### config.mk
export PLATFORM = sky130hd
export DESIGN_NAME = push_repeat_ctrl
export DESIGN_NICKNAME = d
export VERILOG_FILES = /design/src/rtl/push_repeat_ctrl.sv
export SDC_FILE = /design/constraint.sdc
export NUM_CORES = 1
export LEC_CHECK = 0
export CORE_MARGIN = 5
export CORE_UTILIZATION = 59
export DETAILED_ROUTE_END_ITERATION = 7
export PLACE_DENSITY = 0.8
export SLEW_MARGIN = 20
export SYNTH_ARGS = -nofsm -noshare
export SYNTH_HDL_FRONTEND = slang
export SYNTH_SLANG_ARGS = --single-unit
export TNS_END_PERCENT = 10
### constraint.sdc
create_clock -name i_Clk -period 2.5 [get_ports i_Clk]
set_input_delay 0.5 -clock i_Clk [delete_from_list [all_inputs] [get_ports i_Clk]]
set_output_delay 0.5 -clock i_Clk [all_outputs]
set_load 0.005 [all_outputs]
### src/rtl/push_repeat_ctrl.sv
// Debounced two-button command controller: synchronizes active-low buttons, arbitrates,
// and emits single-cycle up/down strobes with auto-repeat while the button is held.
module push_repeat_ctrl #(
    parameter int DEB_CYC = 500000,
    parameter int RPT_DLY = 25000000,
    parameter int RPT_PER = 5000000,
    parameter int TW      = 25
) (
    input  logic       i_Clk,
    input  logic       i_Rst,
    input  logic [1:0] i_Push,
    output logic       o_Up,
    output logic       o_Dn,
    output logic       o_Busy,
    output logic [2:0] o_State
);

    typedef enum logic [2:0] {
        IDLE     = 3'd0,
        DEBOUNCE = 3'd1,
        HOLD_DLY = 3'd2,
        REPEAT   = 3'd3,
        RELEASE  = 3'd4
    } state_t;

    localparam logic [TW-1:0] DEB_LAST = TW'(DEB_CYC - 1);
    localparam logic [TW-1:0] DLY_LAST = TW'(RPT_DLY - 1);
    localparam logic [TW-1:0] PER_LAST = TW'(RPT_PER - 1);

    logic [1:0]    sync1_q;
    logic [1:0]    s_push_q;
    state_t        state_q;
    logic [TW-1:0] timer_q;
    logic          sel_q;
    logic          up_q;
    logic          dn_q;
    logic          busy_q;
    logic          key_up;

    always_ff @(posedge i_Clk or posedge i_Rst) begin
        if (i_Rst) begin
            sync1_q  <= 2'b11;
            s_push_q <= 2'b11;
        end else begin
            sync1_q  <= i_Push;
            s_push_q <= sync1_q;
        end
    end

    // sel_q: 0 selects the up button (bit 1), 1 selects the down button (bit 0).
    assign key_up = sel_q ? s_push_q[0] : s_push_q[1];

    always_ff @(posedge i_Clk or posedge i_Rst) begin
        if (i_Rst) begin
            state_q <= IDLE;
            timer_q <= '0;
            sel_q   <= 1'b0;
            up_q    <= 1'b0;
            dn_q    <= 1'b0;
            busy_q  <= 1'b0;
        end else begin
            up_q <= 1'b0;
            dn_q <= 1'b0;
            case (state_q)
                IDLE: begin
                    timer_q <= '0;
                    if (!s_push_q[1]) begin
                        sel_q   <= 1'b0;
                        state_q <= DEBOUNCE;
                        busy_q  <= 1'b1;
                    end else if (!s_push_q[0]) begin
                        sel_q   <= 1'b1;
                        state_q <= DEBOUNCE;
                        busy_q  <= 1'b1;
                    end
                end
                DEBOUNCE: begin
                    if (key_up) begin
                        timer_q <= '0;
                        state_q <= IDLE;
                        busy_q  <= 1'b0;
                    end else if (timer_q == DEB_LAST) begin
                        timer_q <= '0;
                        state_q <= HOLD_DLY;
                        up_q    <= ~sel_q;
                        dn_q    <= sel_q;
                    end else begin
                        timer_q <= timer_q + TW'(1);
                    end
                end
                HOLD_DLY: begin
                    if (key_up) begin
                        timer_q <= '0;
                        state_q <= RELEASE;
                    end else if (timer_q == DLY_LAST) begin
                        timer_q <= '0;
                        state_q <= REPEAT;
                        up_q    <= ~sel_q;
                        dn_q    <= sel_q;
                    end else begin
                        timer_q <= timer_q + TW'(1);
                    end
                end
                REPEAT: begin
                    if (key_up) begin
                        timer_q <= '0;
                        state_q <= RELEASE;
                    end else if (timer_q == PER_LAST) begin
                        timer_q <= '0;
                        up_q    <= ~sel_q;
                        dn_q    <= sel_q;
                    end else begin
                        timer_q <= timer_q + TW'(1);
                    end
                end
                RELEASE: begin
                    // Any bounce back to pressed restarts the release qualification window.
                    if (!key_up) begin
                        timer_q <= '0;
                    end else if (timer_q == DEB_LAST) begin
                        timer_q <= '0;
                        state_q <= IDLE;
                        busy_q  <= 1'b0;
                    end else begin
                        timer_q <= timer_q + TW'(1);
                    end
                end
                default: begin
                    timer_q <= '0;
                    state_q <= IDLE;
                    busy_q  <= 1'b0;
                end
            endcase
        end
    end

    assign o_Up    = up_q;
    assign o_Dn    = dn_q;
    assign o_Busy  = busy_q;
    assign o_State = state_q;

endmodule

# Word level (Yosys, flattened, before mapping)
# Cells that the tools add are included.
# op_classes
add_sub_neg,1
n_eq_ne,15
n_mux,40
n_bitwise,2
reduce_logical,5
# ops
operator,n
two-way mux 25 bit,7
one-hot mux 25 bit (4 select lines),1
two-way mux 3 bit,9
adder 25 x 1 -> 25 bit (second input constant),1
equality test 25 x 19 -> 1 bit (second input constant),1
equality test 25 x 23 -> 1 bit (second input constant),1
equality test 25 bit (second input constant),1
two-way mux 1 bit,19
one-hot mux 3 bit (5 select lines),1
!= test 2 bit (second input constant),5
!= test 3 bit (second input constant),3
equality test 3 x 2 -> 1 bit (second input constant),2
one-hot mux 1 bit (3 select lines),2
AND reduction 6 bit,1
AND reduction 5 bit,1
one-hot mux 1 bit (4 select lines),1
equality test 3 x 1 -> 1 bit (second input constant),1
equality test 3 bit (second input constant),1
zero test 3 bit,1
NOT 1 bit,2
AND reduction 2 bit,1
OR reduction 2 bit,1
# totals
ff_bits,36
inputBits,4
output_inout_bits,6

# Logic depth before layout (Yosys ltp)
# Gate-level depths: netlist of run 1.
# depth
word_depth,4
ltp_mapped,7
mapped_depth_nobuf,6

# Worst setup path before layout of run 1
# Ideal clock, no wire load.
# synth_timing
path_type,flip-flop to flip-flop
start,register timer_q[0]
end,register timer_q[24]
setup_ns,0.123
arrival_time_ns,1.725
required_ns,2.377
slack_ns,0.652
path_stages_with_launch,8
path_buffers,1
synth_period_minus_slack_ns,1.848
cell_sequence,dfrtp_1 ha_1 inv_1 or4_4 buf_6 nor4_4 xnor2_1 a21oi_2
# synth_between
elab_chain_cells,4
# synth_rtl
item,line_no,rtl
from (decl),33,logic [TW-1:0] timer_q;
from (signal assigned),88,timer_q <= timer_q + TW'(1);
from (signal assigned),101,timer_q <= timer_q + TW'(1);
from (signal assigned),113,timer_q <= timer_q + TW'(1);
adder 25 x 1 -> 25 bit (tied with other cells),-,
"two-way mux 25 bit, on equally long branches (2 in a row)",-,
one-hot mux 25 bit (4 select lines) *,64,case (state_q)
# Mark *: on every way between the ends. The rest lies on a longest branch, timed or not.
# A chain may end at the register's enable or synchronous reset.

# Final worst setup path of run 1
# layout_timing
start,register timer_q[20]
end,register timer_q[11]
# layout_between
elab_chain_cells,4
# layout_rtl
item,line_no
equality test 25 x 19 -> 1 bit (tied with other cells),"82, 120"
"two-way mux 25 bit, on equally long branches (2 in a row)",-
one-hot mux 25 bit (4 select lines) *,64
# Marked as above.

==> results of run 1 <==
-- worst max path at each step --
stage           startpoint     endpoint  slack [ps]  cells past startpoint
6_report       timer_q[20]  timer_q[11]         350                      5
5_1_grt        timer_q[12]   timer_q[7]         200                      5
4_1_cts        timer_q[12]   timer_q[1]         380                      5
3_5_place_dp   timer_q[20]   timer_q[1]         380                      5
3_3_place_gp    timer_q[0]   timer_q[1]         440                      6
2_1_floorplan   timer_q[0]  timer_q[24]         650                      7
-- routing by layer --
layer | vias to the layer above | GRT usage, % | routed length, um
met5 | - | 0 | 0
met4 | 0 | 7.85 | 46
met3 | 6 | 7.08 | 196
met2 | 40 | 31.8 | 1830
met1 | 727 | 22.7 | 1680
li1 | 721 | - | -
-- through the flow --
step | instance area (um2) | power (uW) | hold WS, ps | std cells | utilization, %
3_5_place_dp | 2030 | 911 | 347 | 243 | 66.1
6_report | 2090 | 1200 | 360 | 251 | 67.9
4_1_cts | 2090 | 1210 | 362 | 251 | 67.9
2_1_floorplan | 1910 | 842 | 345 | 193 | -
5_1_grt | 2090 | 1280 | 364 | 251 | 67.9
3_3_place_gp | 2030 | 899 | 345 | 243 | 66.1
-- placed cells by master (no fill, tap or decap), types with 2 or more instances in the layout --
| master | n |
|---|---|
| a21boi_0 | 2 |
| a21oi_1 | 25 |
| a21oi_2 | 2 |
| and4_1 | 3 |
| buf_4 | 2 |
| clkbuf_4 | 5 |
| clkdlybuf4s50_1 | 9 |
| clkinv_2 | 2 |
| dfrtp_1 | 32 |
| dfstp_2 | 4 |
| inv_1 | 8 |
| nand2_1 | 15 |
| nand2b_1 | 3 |
| nand3_1 | 7 |
| nand4_1 | 7 |
| nor2_1 | 14 |
| nor3_1 | 4 |
| nor4_1 | 8 |
| nor4_4 | 2 |
| o21ai_0 | 4 |
| or3_1 | 2 |
| xnor2_1 | 12 |
| xor2_1 | 11 |
-- state kept, by name (all words and copies together), names as in the netlist --
register and flops:
o_Up 1, sel_q 1, s_push_q 2, o_Dn 1
timer_q 25, sync1_q 2, o_Busy 1, o_State 3
-- cells by family after synthesis --
kind of cell               count (synthesis)  synth area share, %
buffers and inverters                     13                 3.47
and+or+nand+nor                           79                 25.0
xor gates and xnor gates                  23                 10.5
adders and majority gates                  1                0.655
AOI/OAI and AO/OA                         40                 12.4
DFF                                       36                 47.4
muxes                                      1                0.524
-- report_power, final --
part / internal (uW) / switching, uW / total, uW / leakage, uW
clock network: 108 / 193 / 301 / 0.0000349
registers: 625 / 47.6 / 673 / 0.000481
logic: 91.6 / 134 / 226 / 0.000299
-- layout make-up --
type,count,area [um2]
timing repair buffer,11,105
clock buffer,5,37.5
multi-input combinational,144,938
sequential,36,906
inverter,8,30.0
tap,44,55.1
clock inverter,3,18.8
fill,258,987
==> metrics.yaml, run 1 <==
floorplanning:
  design.core.area_mm2: 0.00308
  initial_core_util_pct: 62.1
  rows: 20
  ios: 10
  fp.dieW_um: 66.9
  die_area_mm2: 0.00448
  die_h_um: 66.9
sta:
  tightest_slew_ps: 495
  rsz0062_at_grt: "no"
  fmax_mhz: 466
  max_slew_margin_pct: 66.9
  fin_crit_ps: 2150
  finalHoldViolCount: 0
  min_period_over_period_pct: 85.9
  fin_skew_ps: 13.5
  drv_slew: 0
  finalSetupViolations: 0
  post-route-worst-setup-slack_ps: 353
  setup_tns_ps: 0
worst_setup_path:
  r2r_slack_ps: 350
  r2r_cells: 5
  slowest_delay_ps: 490
  worst-path-buf-inv: 0
  critPathCaptureType: "flop"
  crit_required_ps: 2720
  arrival_ps: 2360
  cp_max_fo: 25
  start_kind: "flop"
  timing.rr.end: "timer_q[11]"
  cp_top_family: "simple AND/OR/NAND/NOR gates"
  slowest_stage: "nor4_1"
  crit_type: "reg2reg"
  worstPathCellList: "nor4_1, nand2_1, or3_1, nand2_2, a21boi_0"
  reg2reg_from: "timer_q[20]"
cells_and_area:
  nets: 211
  area_growth_pct: 9.43
  drive_above_1_share_pct: 12.1
  antenna_cells: 0
power:
  p_leak_uw: 0.000816
  p_per_area_mw_per_mm2: 574
  ir_drop_mv: 0.403
clock_network:
  cts_max_level: 2
  cts_resized: 0
  cts_max_path_buffers: 2
  post_cts_buffers: 0
  cts_tree: "done"
  cts_made_buffers: 5
  ctsHoldBuffers: 0
  clockRootBuffer: "clkbuf_4"
  path_clk_slew_ps: 110
  clk_latency_ps: 350
  cts_sinks: 36
synth:
  syn-cell-area_mm2: 0.00191
  async_reset_ff_share_pct: 100
  netlist_top_cells_count: "dfrtp_1, a21oi_1, nand2_1"
  synth_nets: 198
  synth-seq-cells: 36
  yosysSeqAreaShare_pct: 47.4
  ys_types: 45
  synth_ff_type: "dfrtp_1"
  yosysWarningCount: 0
  yosys.area.top_type: "dfrtp_1"
  synth.avg_cell_area_um2: 9.90
  synth.area.top_cells: "dfrtp_1, a21oi_1, dfstp_2"
  yosysMostFrequentCell: "dfrtp_1"
  synth-edff-count: 0
  synthDominantCellAreaShare_pct: 41.9
  synthCells: 193
hold_path:
  hold_path.class: "reg2reg"
  holdPathEnd: "s_push_q[0]"
  min_path_cells: 0
  worstHoldStart: "sync1_q[0]"
grt:
  gr-usage-all-layers_pct: 19.4
  grt_max_degree: 37
  grt_first_pass_wirelength_um: 6440
  grt_pass1_vias: 1471
  overflow: 0
  antenna_found_initial: 0
route:
  via_count: 1494
  drt-vias-per-instance: 5.95
  final_antenna_net_count: 0
  drt_iter0_drc: 127
  drc_errors: 0
  routed_wl_um: 3750
  wl_per_cell_um: 14.9
  first_pass_iters: 7
placement:
  gp_congestion: 0.816
  dp_hpwl_um: 2620
  port_buffers: 9
  pre_cts_ws_ps: 384
job:
  drv_cap: 0
status:
  outcome: "completed"
No activity file was read; power rests on OpenSTA's default activity.
==> run 2: changes to the inputs <==
--- a/config.mk
+++ b/config.mk
@@ -5,6 +5,7 @@
 export SDC_FILE = /design/constraint.sdc
 export NUM_CORES = 1
 export LEC_CHECK = 0
+export CORE_ASPECT_RATIO = 0.6
 export CORE_MARGIN = 5
 export CORE_UTILIZATION = 59
 export DETAILED_ROUTE_END_ITERATION = 7
==> run 2 against run 1 <==
Against the previous run:
- hold slack got worse by 3.4 ps
- via count increased by 3.7%
- first-iteration DRC count is 38% higher
- sequential cell count unchanged
- register-to-register slack got worse by 130 ps
- total power rose by 12%
- clock power rose by 44%
- clock skew is 1.5 ps lower
- sequential power about the same
- sequential share of layout area shrank 0.79 points
- die area up 0.84%
- combinational power grew 2%
- largest cell class unchanged
- largest power group unchanged
- highest routed layer unchanged
==> metrics.yaml, run 2 (synthesis gave the netlist of run 1 again) <==
cells_and_area:
  nets: 211
  area_growth_pct: 11.5
  finish.instance_area_mm2: 0.00213
  final_cell_mix: "dfrtp_1, a21oi_1, nand2_1"
  final_common_cell: "dfrtp_1"
  antenna_cells: 0
  regMostFlops: "timer_q"
  drive_above_1_share_pct: 11.6
  largest_reg_flops: 25
sta:
  min_period_over_period_pct: 91.2
  fmax_mhz: 439
  drv_slew: 0
  fin_crit_ps: 2280
  tightest_slew_ps: 520
  fin_skew_ps: 12.0
  setup_tns_ps: 0
  post-route-worst-setup-slack_ps: 220
  rsz0062_at_grt: "no"
  finalHoldViolCount: 0
  finalSetupViolations: 0
  max_slew_margin_pct: 65.0
route:
  drt-vias-per-instance: 6.15
  routed_wl_um: 4310
  first_pass_iters: 4
  wl_per_cell_um: 17.1
  final_antenna_net_count: 0
  drt_iter0_drc: 175
  drc_errors: 0
  via_count: 1550
clock_network:
  post_cts_buffers: 0
  clockRootBuffer: "clkbuf_8"
  cts_max_level: 2
  clk_latency_ps: 290
  cts_made_buffers: 5
  path_clk_slew_ps: 80
  ctsHoldBuffers: 0
  cts_max_path_buffers: 2
  cts_resized: 0
  cts_sinks: 36
  cts_tree: "done"
job:
  drv_cap: 0
hold_path:
  min_path_cells: 0
  worstHoldStart: "sync1_q[1]"
  hold_path.class: "reg2reg"
  holdPathEnd: "s_push_q[1]"
floorplanning:
  design.core.area_mm2: 0.00318
  fp.dieW_um: 83.5
  die_h_um: 54.1
  rows: 16
  initial_core_util_pct: 60.0
  ios: 10
  die_area_mm2: 0.00451
grt:
  grt_first_pass_wirelength_um: 7440
  grt_max_degree: 37
  grt_pass1_vias: 1481
  antenna_found_initial: 0
  gr-usage-all-layers_pct: 21.8
  overflow: 0
power:
  power_uw: 1340
  power_frac_seq_pct: 50.4
  swShare_pct: 29.6
  p_clk_share_pct: 32.4
  p_per_area_mw_per_mm2: 628
  ir_drop_mv: 0.436
  p_int_uw: 941
  p_switching_uw: 396
  combPwrFrac_pct: 17.2
  p_leak_uw: 0.000825
worst_setup_path:
  critPathCaptureType: "flop"
  crit_type: "reg2reg"
  r2r_slack_ps: 220
  crit_required_ps: 2640
  start_kind: "flop"
  cp_max_fo: 25
  timing.rr.end: "timer_q[11]"
  r2r_cells: 5
  reg2reg_from: "timer_q[20]"
  arrival_ps: 2420
placement:
  placed_area_mm2: 0.00204
  port_buffers: 9
  gp_congestion: 0.945
  dp_hpwl_um: 2960
  pre_cts_ws_ps: 300
status:
  outcome: "completed"
[run 2: cell types whose count changed in the layout (fill, tap and decap cells not counted), sizes merged]
cell      delta
clkinvlp     +1
clkinv       -3
clkbuf       +2
[run 2: power groups by stage]
stage	Sequential, uW	Clock [uW]	Combinational, uW
global placement	680	0	220
floorplan	675	0	167
detailed placement	684	0	228
CTS	673	434	231
finish	674	434	230
global route	682	469	261
[run 2: cell type report]
class	count	area, um2
fill	249	1050
multi-input combinational	144	938
sequential	36	906
timing repair buffer	11	105
clock buffer	7	86.3
tap	45	56.3
inverter	8	30.0
clock inverter	1	7.51
[run 2: critical path: stages, from the launching register on]
cell	delay, ps
dfrtp_1	450
nor4_1	510
nand2_1	110
or3_1	420
nand2_2	420
a21boi_0	190
[run 2: how the worst max path moves through the flow]
stage / start / endpoint / slack (ps) / depth (start not counted)
floorplan: timer_q[0] / timer_q[24] / 650 / 7
global placement: timer_q[0] / timer_q[1] / 430 / 6
detailed placement: timer_q[20] / timer_q[11] / 300 / 5
CTS: timer_q[20] / timer_q[11] / 270 / 5
global route: timer_q[20] / timer_q[11] / 70 / 5
finish: timer_q[20] / timer_q[11] / 220 / 5
[run 2: per-layer routing]
metal | routed length, um | GRT usage [%] | vias up
met2 | 1950 | 34.3 | 54
met4 | 30 | 8.82 | 0
li1 | - | - | 718
met1 | 2090 | 29.8 | 774
met3 | 244 | 5.05 | 4
met5 | 0 | 0 | -
[run 2: stage by stage]
step | hold WS (ps) | utilization (%) | std cells
final | 356 | 66.9 | 252
after global routing | 360 | 66.9 | 252
after CTS | 358 | 66.9 | 252
after detailed placement | 347 | 64.0 | 244
after global placement | 346 | 64.0 | 244
after floorplan | 345 | - | 193
